[src/rtl/prog_mem_responder.sv]
// prog_mem_responder: program memory for the instruction-fetch core.
// Serves a registered instruction word one cycle after the fetch address and
// is loaded through a byte-serial framed loader (sync, length, words, XOR sum).
// While a load runs, or the image is not verified, the core is held and fed NOPs.
// Optional feature macro: PROG_MEM_PARITY_EN (per-word even parity with a
// sticky read-parity error flag).
module prog_mem_responder #(
  parameter int ADR_W = 4,
  parameter int DAT_W = 14
) (
  input  logic             clk_i,
  input  logic             rst_i,
  input  logic [ADR_W-1:0] prog_adr_i,
  output logic [DAT_W-1:0] prog_dat_o,
  output logic             core_hold_o,
  input  logic [7:0]       ld_byte_i,
  input  logic             ld_valid_i,
  output logic             ld_ready_o,
  output logic             mem_valid_o,
  output logic             load_ok_o,
  output logic             load_err_o,
  output logic             parity_err_o
);

  localparam int         DEPTH     = 1 << ADR_W;
  localparam logic [8:0] DEPTH9    = 9'(DEPTH);
  localparam logic [7:0] SYNC_BYTE = 8'hA5;

  typedef enum logic [2:0] {S_SYNC, S_LEN, S_LO, S_HI, S_WR, S_SUM} state_t;

  // A zero length byte means a full 256-word image only when the memory is that deep.
  function automatic logic [8:0] len_decode(input logic [7:0] b);
    if (b == 8'd0 && ADR_W == 8) return 9'd256;
    else return {1'b0, b};
  endfunction

  state_t           state_q, state_n;
  logic [ADR_W:0]   ptr_q, ptr_n;
  logic [ADR_W:0]   len_q;
  logic [7:0]       lo_q;
  logic [DAT_W-9:0] hi_q;
  logic [7:0]       acc_q, acc_n;
  logic             mem_valid_q, mem_valid_n;
  logic             ok_q, ok_n;
  logic             err_q, err_n;
  logic             wr_en;
  logic             xfer;
  logic             serve;
  logic [8:0]       len_dec;
  logic [DAT_W-1:0] wr_word;
  logic [DAT_W-1:0] prog_dat_p0;

  logic [DAT_W-1:0] mem [DEPTH];

  assign xfer        = ld_valid_i & ld_ready_o;
  assign ld_ready_o  = (state_q != S_WR);
  assign core_hold_o = ~mem_valid_q | (state_q != S_SYNC);
  assign serve       = mem_valid_q & (state_q == S_SYNC);
  assign len_dec     = len_decode(ld_byte_i);
  assign wr_word     = {hi_q, lo_q};
  assign mem_valid_o = mem_valid_q;
  assign load_ok_o   = ok_q;
  assign load_err_o  = err_q;
  assign prog_dat_o  = prog_dat_p0;

  // Control state register; loader datapath bytes are not reset.
  always_ff @(posedge clk_i) begin
    if (rst_i) begin
      state_q     <= S_SYNC;
      ptr_q       <= '0;
      acc_q       <= '0;
      mem_valid_q <= 1'b0;
      ok_q        <= 1'b0;
      err_q       <= 1'b0;
    end else begin
      state_q     <= state_n;
      ptr_q       <= ptr_n;
      acc_q       <= acc_n;
      mem_valid_q <= mem_valid_n;
      ok_q        <= ok_n;
      err_q       <= err_n;
    end
  end

  // Next-state, checksum and pulse generation for the frame parser.
  always_comb begin
    state_n     = state_q;
    ptr_n       = ptr_q;
    acc_n       = acc_q;
    mem_valid_n = mem_valid_q;
    ok_n        = 1'b0;
    err_n       = 1'b0;
    wr_en       = 1'b0;
    case (state_q)
      S_SYNC: begin
        if (xfer && ld_byte_i == SYNC_BYTE) begin
          state_n     = S_LEN;
          mem_valid_n = 1'b0;
          acc_n       = '0;
        end
      end
      S_LEN: begin
        if (xfer) begin
          if (len_dec == 9'd0 || len_dec > DEPTH9) begin
            err_n   = 1'b1;
            state_n = S_SYNC;
          end else begin
            ptr_n   = '0;
            state_n = S_LO;
          end
        end
      end
      S_LO: begin
        if (xfer) begin
          acc_n   = acc_q ^ ld_byte_i;
          state_n = S_HI;
        end
      end
      S_HI: begin
        if (xfer) begin
          acc_n   = acc_q ^ ld_byte_i;
          state_n = S_WR;
        end
      end
      S_WR: begin
        wr_en   = 1'b1;
        ptr_n   = ptr_q + (ADR_W+1)'(1);
        state_n = (ptr_n < len_q) ? S_LO : S_SUM;
      end
      S_SUM: begin
        if (xfer) begin
          if (ld_byte_i == acc_q) begin
            mem_valid_n = 1'b1;
            ok_n        = 1'b1;
          end else begin
            err_n = 1'b1;
          end
          state_n = S_SYNC;
        end
      end
      default: state_n = S_SYNC;
    endcase
  end

  // Capture length and word bytes as they are transferred.
  always_ff @(posedge clk_i) begin
    if (xfer && state_q == S_LEN) len_q <= len_dec[ADR_W:0];
    if (xfer && state_q == S_LO)  lo_q  <= ld_byte_i;
    if (xfer && state_q == S_HI)  hi_q  <= ld_byte_i[DAT_W-9:0];
  end

  // Word write during the single WR cycle; the array itself is never reset.
  always_ff @(posedge clk_i) begin
    if (wr_en) mem[ptr_q[ADR_W-1:0]] <= wr_word;
  end

  // Fetch stage boundary: registered word, forced NOP when not serving.
  always_ff @(posedge clk_i) begin
    if (rst_i)      prog_dat_p0 <= '0;
    else if (serve) prog_dat_p0 <= mem[prog_adr_i];
    else            prog_dat_p0 <= '0;
  end

`ifdef PROG_MEM_PARITY_EN
  logic par_mem [DEPTH];
  logic par_err_q;

  // Even-parity bit stored next to each word.
  always_ff @(posedge clk_i) begin
    if (wr_en) par_mem[ptr_q[ADR_W-1:0]] <= ^wr_word;
  end

  // Sticky parity error, checked on every served fetch; a fresh error wins over the clear.
  always_ff @(posedge clk_i) begin
    if (rst_i)
      par_err_q <= 1'b0;
    else if (serve && ((^mem[prog_adr_i]) != par_mem[prog_adr_i]))
      par_err_q <= 1'b1;
    else if (ok_q)
      par_err_q <= 1'b0;
  end

  assign parity_err_o = par_err_q;
`else
  assign parity_err_o = 1'b0;
`endif

endmodule

[config.mk]
export PLATFORM = sky130hd
export DESIGN_NAME = prog_mem_responder
export DESIGN_NICKNAME = d
export VERILOG_FILES = /design/src/rtl/prog_mem_responder.sv
export SDC_FILE = /design/constraint.sdc
export NUM_CORES = 1
export LEC_CHECK = 0
export CAP_MARGIN = 10
export CORE_ASPECT_RATIO = 0.7
export CORE_UTILIZATION = 40
export DETAILED_ROUTE_END_ITERATION = 8
export SYNTH_ARGS = -nofsm -noshare
export SYNTH_HDL_FRONTEND = slang
export SYNTH_SLANG_ARGS = --single-unit
[constraint.sdc]
create_clock -name clk_i -period 3.3 [get_ports clk_i]
set_input_delay 0.66 -clock clk_i [delete_from_list [all_inputs] [get_ports clk_i]]
set_output_delay 0.66 -clock clk_i [all_outputs]
set_load 0.03 [all_outputs]
==> results, run 1 <==
- The run finished with clean final reports.
- The number of top-level pins is 35.
- The area fraction of the dominant cell type after synthesis is just under 70%.
- The leakage power is 4.01 nW.
- Summing the areas of all compound-gate instances in the mapped netlist gives 2.89% of the synthesized area.
- The category of cells accounting for the largest share of critical-path delay is buffers and inverters.
- After clock tree synthesis, the clock-pin slew on the worst setup and hold paths is ~70 ps.
- The number of gates resized after CTS was 0.
- The cell area that synthesis handed to floorplanning was 0.0107 mm2.
- The flop and latch count out of synthesis is roughly 280.
- The total clock buffers created by CTS is 26.
- The synthesized design spends more area on one cell type than any other, namely edfxtp_1.
- Among all stages on the critical path, the largest delay is contributed by dfxtp_1.
- Of the cells placed in the final design, the portion with a size suffix greater than 1 is 22.3%.
- The most frequent cell after synthesis is edfxtp_1.
- In the synthesized netlist, the number of instances is approximately 550.
- The fraction of the mapped netlist area in adder cells is 0.939%.
- The per-instance average area after synthesis is 19.3 um2.
- For the pin with the worst max-slew slack, the measured transition is about 830 ps.
- The type of the worst min-delay path is reg2reg.
- Across the run, the number of max-cap violations was 0.
- For flop-to-flop paths, the worst setup slack is ~790 ps.
- Counting flops with a built-in enable in the synthesized netlist gives 243.
- Data on the critical path arrives at its endpoint at 2440 ps.
- Routability-driven placement finished with a final weighted congestion of 0.775.
- The largest net degree at the start of global routing is 43.
- The xor-xnor portion of the synthesized cell area is 0.904%.
- The first detailed-routing pass took 4 iterations.
- After detailed placement, the total cell area comes to ~0.012 mm2.
- The number of antenna-violating nets in the routed design is 0.
- After routing, the total negative slack on setup checks comes to 0 ps.
- Registers take ~0.0080 mm2.
- Counting the fill cells in the layout gives 2,120.
- CTS built an H-tree with a depth of 1.
- Final hold analysis gives a worst-case slack of roughly 500 ps.
- The sequential fraction of the synthesis area is 74.7%.
- The via count is ~5,300.
- The site row count is 49.
- The largest fanout of any net on the critical path is 18.
- The detailed-route vias per instance is 5.34.
- The floorplan core area is ~0.026 mm2.
- The worst-case IR drop observed on VDD is 358 uV.
- In this run the most critical hold path is launched from acc_q[1].
- The via count of the first global-routing pass came to 5,419.
- The kind of end point of the critical path is a primary output.
- The count of final hold-check violations came to 0.
- The largest stage delay on the critical path is 710 ps.
- Once the clock tree was built, the setup fixing pass inserted 0 buffers.
- The total area of multi-input combinational cells is 0.00255 mm2.
- Once layout is complete, the utilization of the core stands at 48.0%.
- At the worst endpoint, the required time is 2640 ps.
- The count of port buffers added during placement is 33.
- The signal on the critical path passes through and2_1 > inv_2 > clkdlybuf4s50_1.
- Tracing the worst setup path back leads to its startpoint at state_q[2].
- The number of distinct library cell variants in the gate-level netlist after synthesis is 44.
- Setup violations remaining at the end of the flow were counted as 0.
- After detailed routing, the average wire length per cell comes to 23.0 um.
- The floorplan step set the die height to 139 um.
- For the worst-skew pair, the clock arrives at the later sink with an insertion delay of between 500 and 600 ps.
- The worst setup path is launched from a flop.
- The critical path in this run is classified as reg2out.
- TritonCTS built the clock tree.
- The startpoint identified for the worst register-to-register timing path is state_q[2].
- The synthesized netlist net count is 574.
- The post-route clock period utilization is 93.8%.
- Setup repair after global routing left no endpoint under its margin.
- The global route total overflow is 0.
- The detailed-route wire length is 22,700 um.
- Multiplexer cells account for 14.6% of the synthesized area.
- By area the synthesized netlist is led by edfxtp_1, mux4_2, dfxtp_1, mux2i_1, ha_1.
- Among all flip-flop cells after synthesis, the most frequent one is edfxtp_1.
- The net count of the finished layout is approximately 640.
- The fmax is 0.323 GHz.
- The initial antenna violation count is 0.
- The total power of the final layout is 6.87 mW.
- For this run, the total global-route usage over all layers was measured as 17.1%.
- Between clock sinks in the finished design, the worst skew comes to 9.62 ps.
- After detailed routing, the number of remaining DRC violations is 0.
- The overall die area is 0.0273 mm2.
- The global-route wire length before repair is 34,400 um.
- From left edge to right edge, the die measures 197 um.
- Of the total synthesized cell area, the portion taken by AND, OR, NAND and NOR gates is 4.39%.
- Hold repair after CTS inserted 0 buffers.
- The dominant combinational cell family by area after synthesis is multiplexers.
- The clock net sink count is 276.
- Relative to the synthesized area, the layout overhead comes to 16.9%.
- Counting both buffers and inverters, the worst setup path holds a total of 2.
- The areal power density over the cells is 552 mW/mm2.
- After routing the design area is approximately 0.012 mm2.
- The total number of yosys warnings is 0.
- The relative slew slack is 44.9%.
- The routed design could run at a clock period as short as 3100 ps.
- The library cell used as clock root buffer is clkbuf_16.
- Once detailed placement completed, the half-perimeter wirelength came to roughly 14,000 um.
- By count the netlist is led by edfxtp_1, mux4_2, dfxtp_1.
- The number of design-rule violations left by the first detailed-router iteration is 458.
- The initial utilization of the core area, before any placement, comes to about two fifths.
- The clock passes through at most 3 buffers.
- The post-synthesis async set-or-reset flop share is 0%.
- The count of antenna diodes in the layout is 0.
- The total count of max-transition violations in the final report is 0.
-- placed cells by master (no fill, tap or decap), types with 2 or more instances in the layout --
master           count
xor2_1               8
nor3_1               4
nor2b_1              2
xnor2_1              3
a31oi_1              2
clkbuf_16           27
nand3b_1             3
nor2_2               2
nor4_1               4
edfxtp_1           243
o22ai_1             14
a311oi_1             8
clkinv_1             2
or2_1                2
nor4_2               2
clkinv_2             5
clkbuf_1             6
buf_4               23
a21oi_1             17
clkdlybuf4s50_1     30
buf_12               7
nor3_2               4
clkbuf_8             5
dfxtp_1             32
nor2_1              22
nand2_1             13
buf_2                2
inv_1                7
nand3_1              9
clkinvlp_4           2
mux4_2              56
mux2i_1             29
ha_1                 8
nand2b_1            10
-- per-stage QoR --
| stage | setup slack, ps | std cells |
|---|---|---|
| after global placement | 694 | 942 |
| after CTS | 92.4 | 990 |
| after global routing | 126 | 990 |
| after floorplan | 959 | 551 |
| final | 204 | 990 |
| after detailed placement | 618 | 942 |
-- cells by family (layout without fill, tap and decap cells) --
| family | count (synthesis) | after routing |
|---|---|---|
| fa+ha+maj | 8 | 8 |
| compound gates | 48 | 48 |
| mux | 85 | 85 |
| flops | 276 | 276 |
| other cells | 1 | 1 |
| simple gates | 86 | 86 |
| buf+inv | 36 | 118 |
| xor+xnor | 11 | 11 |
-- area by class of cell --
cell class                      count  area share (%)
Multi-Input combinational cell    239            20.5
Inverter                            8           0.241
Clock buffer                       38            6.16
Tap cell                          357            3.59
Sequential cell                   276            63.9
Clock inverter                     10           0.623
Timing Repair Buffer               62            5.00
-- path summary, 6_finish.rpt --
kind / to / cells after the start
hold / removal: acc_q[1] / 1
setup reg to reg: mem[8][10] / 4
hold reg to reg: acc_q[1] / 1
setup / recovery: ld_ready_o / 3
-- power breakdown --
group	total, mW	internal [mW]	switching (mW)
logic	0.198	0.102	0.0960
registers	3.74	3.74	0.0000471
clock network	2.93	1.69	1.24
total	6.87	5.53	1.34
-- state kept, by name, summed over array words and instances (netlist names) --
signal and cells:
mem 224, prog_dat_o 14, acc_q 8, lo_q 8
hi_q 6, len_q 5, ptr_q 5, state_q 3
load_err_o 1, load_ok_o 1, mem_valid_o 1
-- layer usage --
metal  share of wire, %  global-route usage [%]  vias to the layer above
met4                1.6                    2.94                        0
met1                 48                    25.9                     2797
met2                 46                    26.4                      110
met5                  0                       0                        -
met3                4.0                    2.75                       30
li1                   -                       -                     2354
Power figures use the tool's default switching activity.
==> run 2, diff against run 1 <==
==> constraint.sdc (replaced) <==
create_clock -name clk_i -period 3.3 [get_ports clk_i]
set_input_delay 0.825 -clock clk_i [delete_from_list [all_inputs] [get_ports clk_i]]
set_output_delay 0.825 -clock clk_i [all_outputs]
set_load 0.03 [all_outputs]
==> results, run 2 (synthesized netlist as in run 1, its figures left out) <==
- The leakage power is 4.03 nW.
- The global route total overflow is 0.
- The total count of max-transition violations in the final report was 0.
- The min-delay analysis places its worst path in the category reg2reg.
- The layout filler cell count is 2,115.
- For the pin with the worst max-slew slack, the measured transition is about 750 ps.
- The final hold slack is 501 ps.
- The kind of end point of the critical path is a primary output.
- Net switching is between 10% and 20% of the power.
- The count of antenna diodes in the layout is 0.
- The tree is rooted in a clkbuf_16.
- Across the run, the number of max-cap violations was 0.
- Among cell families on the critical path, the largest total delay comes from buffers and inverters.
- The count of port buffers added during placement is 33.
- In the final timing run, aggregate negative setup slack is 0 ps.
- The critical path buffer and inverter count is 2.
- The worst register-to-register path ends at state_q[1].
- The total DRC errors in the routed layout is 0.
- The total clock buffers created by CTS is 27.
- Setup repair after global routing left no endpoint under its margin.
- The fmax is 0.315 GHz.
- Global routing used 17.6% of the available tracks across all layers.
- The first global-routing pass estimated 35,600 um of wire.
- The number of design-rule violations left by the first detailed-router iteration is between 400 and 500.
- The clock period minus final worst setup slack is 3170 ps.
- The critical-path cell with the highest stage delay is clkdlybuf4s50_1.
- STA classifies the critical path startpoint as a flop.
- The number of H-tree branching levels is 1.
- Using the TritonRoute via totals, the vias-per-cell ratio works out to 5.47.
- For flop-to-flop paths, the worst setup slack is about 1100 ps.
- From bottom edge to top edge, the die measures 139 um.
- The switching power is 1.35 mW.
- The ratio of cells with drive above 1 in the final layout is 22.8%.
- The register with the most flip-flops in the layout has 224 of them.
- The detail route stage leaves a number of antenna-violating nets equal to 0.
- Setup violations remaining at the end of the flow were counted as 0.
- The initial utilization of the core area, before any placement, comes to between 40% and 50%.
- The worst reg2reg path depth is 8.
- After clock tree synthesis, the clock-pin slew on the worst setup and hold paths is 70 ps.
- The worst-case hold path end point is acc_q[1].
- After floorplanning, the core was divided into between 40 and 50 placement rows.
- After legalization and detailed placement, the total HPWL measured between 10,000 and 15,000 um.
- For the worst-skew pair, the clock arrives at the later sink with an insertion delay of 530 ps.
- The net count of the finished layout is approximately 640.
- The wire length per cell after detailed routing is 23.4 um.
- The number of top-level pins is 35.
- The total of hold buffers inserted after clock tree synthesis is 0.
- The worst clock skew on the final layout is 8.26 ps.
- Dividing the final minimum period by the clock period gives between 90% and 100%.
- Once the clock tree was built, the setup fixing pass inserted 0 buffers.
- The top cell types in the final layout, fill and taps aside, are edfxtp_1, mux4_2, dfxtp_1.
- The maximum resistive drop on vdd is 378 uV.
- The critical path class is reg2out.
- The sequential share of power is 53.3%.
- The share of power burned in the clock network is 43.9%.
- On the worst path, the slowest cell contributes a delay of 700 ps.
- From synthesis to final layout, the design area changed by 16.9%.
- Power spread over the standard cell area amounts to 564 mW/mm2.
- The initial antenna violation count is 0.
- The final cell count without fillers is 993.
- The run finished with clean final reports.
- Cell internal power was estimated by the tool at roughly 5.7 mW.
- The utilization after layout is 48.0%.
- The clock net sink count is 276.
- The count of final hold-check violations came to 0.
- The via count of the first global-routing pass came to 5,675.
- Summing internal, switching and leakage power gives 7.03 mW.
- In this run the horizontal extent of the chip is just under 200 um.
- The worst min-delay path startpoint is acc_q[1].
- The routability-driven placement congestion ratio is between 0.7 and 0.8.
- The via count is 5,432.
- The number of cells traversed by the worst hold path is 1.
- TritonCTS built the clock tree.
- The first TritonRoute pass finished after 5 iterations.
- The overall die area is 0.0273 mm2.
- Leaving out fill and tap cells, the most frequent cell in the layout is edfxtp_1.
- Data on the critical path is required at its endpoint by between 2000 and 2500 ps.
- The startpoint identified for the worst register-to-register timing path is ptr_q[2].
- Walking the worst path, the cells encountered are nor2_2 > and2_1 > inv_2 > clkdlybuf4s50_1.
- Entering global routing, the biggest net connects between 40 and 50 pins.
- The fraction of power consumed by combinational cells is 2.8%.
- The worst pin sits at a relative slew slack of 49.6%.
- Counting along the longest clock path gives a buffer depth of 3.
- The detailed-route wire length is 23,300 um.
- After detailed placement, the design holds a cell count of 944.
- The total area inside the core boundary comes to 0.0259 mm2.
- The endpoint arrival time on the critical path is 2350 ps.
- In this run the worst path has a maximum fanout of 18.
==> run 2: power groups by stage <==
stage | clock network [mW] | registers [mW] | logic (mW)
2_1_floorplan | 0 | 3.82 | 0.140
3_3_place_gp | 0 | 3.82 | 0.200
3_5_place_dp | 0 | 3.82 | 0.201
4_1_cts | 3.15 | 3.74 | 0.202
5_1_grt | 3.29 | 3.74 | 0.215
6_report | 3.09 | 3.74 | 0.198
==> run 2: cell type report <==
| class | instances | area [um2] | area share (%) |
|---|---|---|---|
| Tap cell | 357 | 447 | 3.58 |
| Clock inverter | 11 | 131 | 1.05 |
| Timing Repair Buffer | 64 | 588 | 4.72 |
| Inverter | 8 | 30.0 | 0.241 |
| Sequential cell | 276 | 7960 | 63.9 |
| Multi-Input combinational cell | 239 | 2550 | 20.4 |
| Clock buffer | 38 | 757 | 6.07 |
==> run 2: worst max-delay path by stage <==
| stage | start | endpoint | depth (start not counted) |
|---|---|---|---|
| 3_3_place_gp | ld_byte_i[0] | state_q[1] | 6 |
| 4_1_cts | state_q[2] | ld_ready_o | 3 |
| 3_5_place_dp | state_q[1] | ld_ready_o | 4 |
| 5_1_grt | state_q[1] | ld_ready_o | 4 |
| 2_1_floorplan | state_q[1] | mem[0][0] | 5 |
| 6_report | state_q[1] | ld_ready_o | 4 |
==> run 2: per-layer routing <==
metal  GRT usage, %  share of wire, %  up-vias
met5              0                 0        -
met2           27.7                47      141
met3           2.53               5.4       38
li1               -                 -     2360
met1           26.2                46     2893
met4           3.79               1.8        0
==> run 2: what timing repair did <==
item,CTS,global route
gates resized for setup,1,1
setup endpoints to repair,1,1
endpoints found under the hold margin,0,0
==> run 2: stage by stage <==
stage	setup WS, ps	cell area, um2
2_1_floorplan	959	10700
3_3_place_gp	555	11600
3_5_place_dp	469	11600
4_1_cts	44.1	12500
5_1_grt	47.2	12500
6_report	128	12500
==> run 2: worst reg2reg max path, stage by stage, from the launching register on <==
cell and delay, ps:
dfxtp_1 600, nand3_1 160, xnor2_1 230, ha_1 280, a21oi_1 110, o21ai_0 80
a21oi_1 280, a222oi_1 120, nor4_1 260
